--- config.mk ---
export PLATFORM = sky130hd
export DESIGN_NAME = fp_normalizer_flat
export DESIGN_NICKNAME = d
export VERILOG_FILES = /design/src/rtl/fp_normalizer_if.sv /design/src/rtl/fp_normalizer.sv /design/src/flat_wrapper.sv
export SDC_FILE = /design/constraint.sdc
export NUM_CORES = 1
export LEC_CHECK = 0
export ABC_CLOCK_PERIOD_IN_PS = 2900
export CORE_MARGIN = 2
export CORE_UTILIZATION = 45
export DETAILED_ROUTE_END_ITERATION = 6
export PLACE_DENSITY_LB_ADDON = 0.3
export SYNTH_ARGS = -nofsm -noshare
export SYNTH_HDL_FRONTEND = slang
export SYNTH_SLANG_ARGS = --single-unit
--- constraint.sdc ---
create_clock -name clk -period 2.9 [get_ports clk]
set_input_delay 0.58 -clock clk [delete_from_list [all_inputs] [get_ports clk]]
set_output_delay 0.58 -clock clk [all_outputs]
set_load 0.03 [all_outputs]
--- src/rtl/fp_normalizer_if.sv ---
// Handshake and data bundle between the mantissa adder and the post-add normalizer.
// Signal names follow the adder datapath naming; modports fix the direction per side.
interface fp_normalizer_if #(
    parameter int n   = 23,
    parameter int exp = 8
);
    logic           in_valid;
    logic           in_ready;
    logic [n+1:0]   in_mant;
    logic [exp-1:0] in_exp;
    logic           in_sign;
    logic           in_round;
    logic           in_sticky;
    logic           out_valid;
    logic           out_ready;
    logic [n-1:0]   out_mant;
    logic [exp-1:0] out_exp;
    logic           out_sign;
    logic           out_zero;
    logic           out_overflow;

    modport slave (
        input  in_valid, in_mant, in_exp, in_sign, in_round, in_sticky, out_ready,
        output in_ready, out_valid, out_mant, out_exp, out_sign, out_zero, out_overflow
    );

    modport master (
        output in_valid, in_mant, in_exp, in_sign, in_round, in_sticky, out_ready,
        input  in_ready, out_valid, out_mant, out_exp, out_sign, out_zero, out_overflow
    );
endinterface

--- src/rtl/fp_normalizer.sv ---
// Post-add normalizer/rounder: renormalizes a raw mantissa sum one bit per cycle,
// then applies round-to-nearest-even and presents the packed result over valid/ready.
module fp_normalizer #(
    parameter int n   = 23,
    parameter int exp = 8
) (
    input  logic           clk,
    input  logic           rst_n,
    fp_normalizer_if.slave bus
);
    typedef enum logic [1:0] {IDLE, NORM, ROUND, DONE} state_t;

    state_t         state_q, state_d;
    logic [n+1:0]   mant_q, mant_d;
    logic [exp-1:0] e_q, e_d;
    logic           r_q, r_d, s_q, s_d;
    logic           sign_q, sign_d, zero_q, zero_d, ovf_q, ovf_d;

    logic           norm_zero, norm_stop;
    logic           inc;
    logic [n+1:0]   sum;
    logic [exp-1:0] e_rnd;

    assign norm_zero = (mant_q == '0) && !r_q && !s_q;
    // Shifting stops on carry, on a set hidden bit, or when the exponent bottoms out.
    assign norm_stop = mant_q[n+1] || mant_q[n] || (e_q <= exp'(1));

    always_ff @(posedge clk or negedge rst_n) begin
        if (!rst_n) state_q <= IDLE;
        else        state_q <= state_d;
    end

    always_comb begin
        state_d = state_q;
        case (state_q)
            IDLE:    if (bus.in_valid) state_d = NORM;
            NORM:    if (norm_zero) state_d = DONE;
                     else if (norm_stop) state_d = ROUND;
            ROUND:   state_d = DONE;
            DONE:    if (bus.out_ready) state_d = IDLE;
            default: state_d = IDLE;
        endcase
    end

    always_comb begin
        bus.in_ready  = (state_q == IDLE) && rst_n;
        bus.out_valid = (state_q == DONE);
    end

    always_comb begin
        mant_d = mant_q;
        e_d    = e_q;
        r_d    = r_q;
        s_d    = s_q;
        sign_d = sign_q;
        zero_d = zero_q;
        ovf_d  = ovf_q;
        inc    = 1'b0;
        sum    = '0;
        e_rnd  = e_q;
        case (state_q)
            IDLE: if (bus.in_valid) begin
                mant_d = bus.in_mant;
                e_d    = bus.in_exp;
                r_d    = bus.in_round;
                s_d    = bus.in_sticky;
                sign_d = bus.in_sign;
                zero_d = 1'b0;
                ovf_d  = 1'b0;
            end
            NORM: begin
                if (norm_zero) begin
                    zero_d = 1'b1;
                    e_d    = '0;
                end else if (mant_q[n+1]) begin
                    s_d    = s_q | r_q;
                    r_d    = mant_q[0];
                    mant_d = mant_q >> 1;
                    e_d    = e_q + exp'(1);
                end else if (mant_q[n]) begin
                    mant_d = mant_q;
                end else if (e_q <= exp'(1)) begin
                    e_d = '0;
                end else begin
                    mant_d = {mant_q[n:0], r_q};
                    r_d    = 1'b0;
                    e_d    = e_q - exp'(1);
                end
            end
            ROUND: begin
                inc    = r_q & (s_q | mant_q[0]);
                sum    = mant_q + {{(n+1){1'b0}}, inc};
                mant_d = sum;
                if (sum[n+1]) begin
                    mant_d = sum >> 1;
                    e_rnd  = e_q + exp'(1);
                end else if ((e_q == '0) && !mant_q[n] && sum[n]) begin
                    // Subnormal rounded up into the normal range.
                    e_rnd = exp'(1);
                end
                e_d = e_rnd;
                if (&e_rnd) begin
                    ovf_d          = 1'b1;
                    mant_d[n-1:0]  = '0;
                end
            end
            default: ;
        endcase
    end

    always_ff @(posedge clk or negedge rst_n) begin
        if (!rst_n) begin
            mant_q <= '0;
            e_q    <= '0;
            r_q    <= 1'b0;
            s_q    <= 1'b0;
            sign_q <= 1'b0;
            zero_q <= 1'b0;
            ovf_q  <= 1'b0;
        end else begin
            mant_q <= mant_d;
            e_q    <= e_d;
            r_q    <= r_d;
            s_q    <= s_d;
            sign_q <= sign_d;
            zero_q <= zero_d;
            ovf_q  <= ovf_d;
        end
    end

    assign bus.out_mant     = mant_q[n-1:0];
    assign bus.out_exp      = e_q;
    assign bus.out_sign     = sign_q;
    assign bus.out_zero     = zero_q;
    assign bus.out_overflow = ovf_q;
endmodule

--- src/flat_wrapper.sv ---
// flat-port wrapper written by rule: the top's interface ports become plain ports
module fp_normalizer_flat 
#(
    parameter int n   = 23,
    parameter int exp = 8
)
  (clk, rst_n, bus_in_valid, bus_in_mant, bus_in_exp, bus_in_sign, bus_in_round, bus_in_sticky, bus_out_ready, bus_in_ready, bus_out_valid, bus_out_mant, bus_out_exp, bus_out_sign, bus_out_zero, bus_out_overflow);
  fp_normalizer_if #(.n(n), .exp(exp)) bus_i ();
  input  logic clk;
  input  logic rst_n;
  input wire logic [$bits(bus_i.in_valid)-1:0] bus_in_valid;
  input wire logic [$bits(bus_i.in_mant)-1:0] bus_in_mant;
  input wire logic [$bits(bus_i.in_exp)-1:0] bus_in_exp;
  input wire logic [$bits(bus_i.in_sign)-1:0] bus_in_sign;
  input wire logic [$bits(bus_i.in_round)-1:0] bus_in_round;
  input wire logic [$bits(bus_i.in_sticky)-1:0] bus_in_sticky;
  input wire logic [$bits(bus_i.out_ready)-1:0] bus_out_ready;
  output wire logic [$bits(bus_i.in_ready)-1:0] bus_in_ready;
  output wire logic [$bits(bus_i.out_valid)-1:0] bus_out_valid;
  output wire logic [$bits(bus_i.out_mant)-1:0] bus_out_mant;
  output wire logic [$bits(bus_i.out_exp)-1:0] bus_out_exp;
  output wire logic [$bits(bus_i.out_sign)-1:0] bus_out_sign;
  output wire logic [$bits(bus_i.out_zero)-1:0] bus_out_zero;
  output wire logic [$bits(bus_i.out_overflow)-1:0] bus_out_overflow;
  assign bus_i.in_valid = bus_in_valid;
  assign bus_i.in_mant = bus_in_mant;
  assign bus_i.in_exp = bus_in_exp;
  assign bus_i.in_sign = bus_in_sign;
  assign bus_i.in_round = bus_in_round;
  assign bus_i.in_sticky = bus_in_sticky;
  assign bus_i.out_ready = bus_out_ready;
  assign bus_in_ready = bus_i.in_ready;
  assign bus_out_valid = bus_i.out_valid;
  assign bus_out_mant = bus_i.out_mant;
  assign bus_out_exp = bus_i.out_exp;
  assign bus_out_sign = bus_i.out_sign;
  assign bus_out_zero = bus_i.out_zero;
  assign bus_out_overflow = bus_i.out_overflow;
  fp_normalizer #(.n(n), .exp(exp)) u_core (.clk(clk), .rst_n(rst_n), .bus(bus_i));
endmodule
==> metrics.md <==
| Metric | Value |
|---|---|
| Status | finished clean |
| Post-Synth XOR/XNOR Area | approximately 2.6% |
| Row count | 37 |
| Ports | 76 |
| Mux share of post-synthesis cell area | 3.62% |
| Commonest cells post-synth | 65 x nand2_1, 53 x nor2_1, 50 x o21ai_0 |
| CP arrival | 2.95 ns |
| Met3 layer usage reported by global route | roughly 4.4% |
| Port bufs | between 70 and 80 |
| Clock power share | 5.5% |
| Yosys Warn Count | 0 |
| Async set-or-reset flop fraction in the synthesized netlist | between 90% and 100% |
| Slew margin rel. | between 60% and 70% |
| Pwr Total | 7.65 mW |
| GRT overflow | 0 |
| Residual DRC | 0 |
| Setup TNS | 0 ns |
| Tot GR Track Use | between 20% and 30% |
| Post-synthesis register bit count | 40 |
| Post-Syn Area | between 0.004 and 0.005 mm2 |
| GPL Wtd Cong | approximately 0.97 |
| Die H | about 110 um |
| Combinational family with the most area after synthesis | compound AO/OA/AOI/OAI gates |
| Layout cell share with drive strength beyond 1 | between 15 and 20% |
| Per-cell routed wire length | ~20 um |
| Synth Net Count | around 700 |
| # setup viols final | 0 |
| CTS tree | done |
| Mapped Avg Cell Area | roughly 7.3 um2 |
| Post-DP HPWL | about 12 mm |
| Final hold violations | 0 |
| DRT Pass-1 Iters | 6 |
| Synth Area in Adders | 2.39% |
| Int Pwr | 3.45 mW |
| TritonCTS buffer count | 5 |
| Leakage | about 2.2 nW |
| Worst r2r src | u_core.mant_q[12]$_DFFE_PN0P_ |
| CTS H-tree depth | 2 |
| Drt first-iter violations | between 400 and 500 |
| Sw frac | between 50 and 60% |
| Final nets | ~750 |
| Max Clock Skew | between 0.006 and 0.007 ns |
| Worst skew pair latency | 0.31 ns |
| Cell variety after synth | 74 |
| Syn-to-layout area delta | 23.4% |
| Pwr/cell area | approximately 1300 mW/mm2 |
| Register area share after synthesis | between 20% and 30% |
| Main flop type after synthesis | dfrtp_1 |
| Antenna violations before repair | 0 |
| CP Max Fanout | 34 |
| Diodes inserted | 0 |
| FF-to-FF setup slack | 0.16 ns |
| Met1 Use GR | 39.7% |
| Cells after Synth | approximately 640 |
| Placed Cells | slightly above 800 |
| Register share of total power | 15.8% |
| CTS Buffer Depth | 2 |
| Post-synthesis simple-gate area fraction | about a quarter |
| Switching power | 4.21 mW |
| Number of vias per cell | between 6 and 7 |
| Most common cell in the netlist | nand2_1 |
| Post-route insts no fill | 835 |
| Number of synthesized flops with an enable pin | 0 |
| Routed wire length | 16.7 mm |
| Final Max Tran Viols | 0 |
| FF-to-FF path depth | 9 |
| Die area | 0.0113 mm2 |
| Slew @ Worst Pin | just under 0.6 ns |
| GR peak layer | met2 |
| Setup Crit Path Kind | flip-flop to flip-flop |
| Met2 Use GR | approximately half |
| Synth area leaders | dfrtp_1 21%, o21ai_0 5.3%, nand2_1 5.2% |
| First-pass GRT wire length | ~27 mm |
| Post-DRT Antenna Nets | 0 |
| Sink Count | 40 |
| Die Width | 106 um |
| Post-synthesis compound-gate area fraction | 34.5% |
| Starting Density | a little under half |
| Fmax | between 300 and 400 MHz |
| RSZ-0062 raised after global routing | no |
| Period utilization | a little over nine tenths |
| Yosys top cell by area | dfrtp_1 |
| Worst Setup Start Kind | flip-flop |
| Combinational power share | between 70% and 80% |
| CTS root buffer | clkbuf_8 |
| Hold WC Path Type | input pin to async pin |
| Crit. End Element | flip-flop |
| VDD IR max | around 0.9 mV |
| Post-synth top area share | between 20% and 30% |
| Clk slew on worst S/H paths | about 0.10 ns |
| Reg2reg end | u_core.mant_q[4]$_DFFE_PN0P_ |
| Worst EP required | just over 3 ns |
| Routed via count | ~5,400 |
| Max-cap violations | 0 |
| Vias in the first global route | 5,306 |
| Largest net degree at the start of global routing | between 40 and 50 |
| Core area | a little over 0.01 mm2 |
| Minimum clock period after layout | approximately 2.7 ns |
metal layers:
layer / part of all wire, % / routed length, um
met5: 0 / 0
met4: 2.3 / 388
met3: 7.5 / 1260
met2: 47 / 7850
met1: 43 / 7180
sequential cells by signal (all words and copies together) (netlist names):
register                 cells
u_core.bus.out_zero          1
u_core.bus.out_exp           8
u_core.r_q                   1
u_core.state_q               2
u_core.bus.out_overflow      1
u_core.mant_q               25
u_core.bus.out_sign          1
u_core.s_q                   1
cells by family (layout without fill, tap and decap cells):
| logic type | Yosys count | in the layout |
|---|---|---|
| AOI/OAI and AO/OA | 229 | 229 |
| xor gates and xnor gates | 13 | 13 |
| adders and majority gates | 9 | 9 |
| buffers and inverters | 114 | 172 |
| DFF | 40 | 40 |
| muxes | 16 | 16 |
| and+or+nand+nor | 220 | 220 |
worst max-delay path, cell delays in order (launching register included):
cell and delay [ns]:
dfrtp_1 0.42, buf_4 0.19, nor4_1 0.34, nand4_1 0.32, o22ai_2 0.38, a21boi_4 0.10, buf_4 0.28, mux2i_1 0.25
o211ai_1 0.13, o31ai_1 0.23
stage by stage:
| step | area [um2] | hold WS, ns | setup WS (ns) | util (%) |
|---|---|---|---|---|
| 3_3_place_gp | 5680 | 0.498 | 0.104 | 55.6 |
| 6_report | 5800 | 0.434 | 0.164 | 56.7 |
| 4_1_cts | 5780 | 0.451 | 0.0601 | 56.5 |
| 2_1_floorplan | 4700 | 0.284 | 0.0265 | - |
| 5_1_grt | 5800 | 0.488 | 0.00509 | 56.7 |
| 3_5_place_dp | 5680 | 0.497 | 0.0872 | 55.6 |
how the worst max path moves through the flow:
stage               slack, ns                       endpoint                     startpoint  depth (start not counted)
finish                   0.16   u_core.mant_q[4]$_DFFE_PN0P_  u_core.mant_q[12]$_DFFE_PN0P_                          9
global placement         0.10  u_core.mant_q[22]$_DFFE_PN0P_   u_core.mant_q[5]$_DFFE_PN0P_                          9
floorplan                0.03   u_core.mant_q[2]$_DFFE_PN0P_         u_core.r_q$_DFFE_PN0P_                         12
CTS                      0.06  u_core.mant_q[22]$_DFFE_PN0P_   u_core.mant_q[5]$_DFFE_PN0P_                          9
global route            0.005  u_core.mant_q[10]$_DFFE_PN0P_   u_core.mant_q[0]$_DFFE_PN0P_                         12
detailed placement       0.09  u_core.mant_q[22]$_DFFE_PN0P_   u_core.mant_q[5]$_DFFE_PN0P_                          9
power by group through the flow:
| stage | logic, mW | clock network (mW) | registers, mW |
|---|---|---|---|
| 6_report | 6.02 | 0.425 | 1.21 |
| 5_1_grt | 6.60 | 0.447 | 1.24 |
| 4_1_cts | 5.93 | 0.425 | 1.19 |
| 3_5_place_dp | 5.91 | 0 | 1.20 |
| 3_3_place_gp | 5.85 | 0 | 1.19 |
| 2_1_floorplan | 4.11 | 0 | 1.20 |
cell usage in the layout, fill, tap and decap left out, drive strengths merged, types with 19 or more instances in the layout:
cell and count:
clkdlybuf4s50 74, buf 70, nand2 65, nor2 54, o21ai 52, dfrtp 40
a21oi 35, o211ai 26, inv 19, nor3 19
layout make-up:
cell class / count / area [um2]
clock buffers: 5 / 68.8
clock inverters: 3 / 23.8
fillers: 999 / 4430
inverters: 20 / 75.1
multi-input cells: 487 / 3180
flip-flops and latches: 40 / 1000
well taps: 136 / 170
repair buffers: 144 / 1290
repair_timing:
action,CTS,global route
endpoints found under the setup margin,0,12
resized for setup,0,4
hold buffers,0,0
buffers inserted,0,1
(Power assumes the default switching activity.)
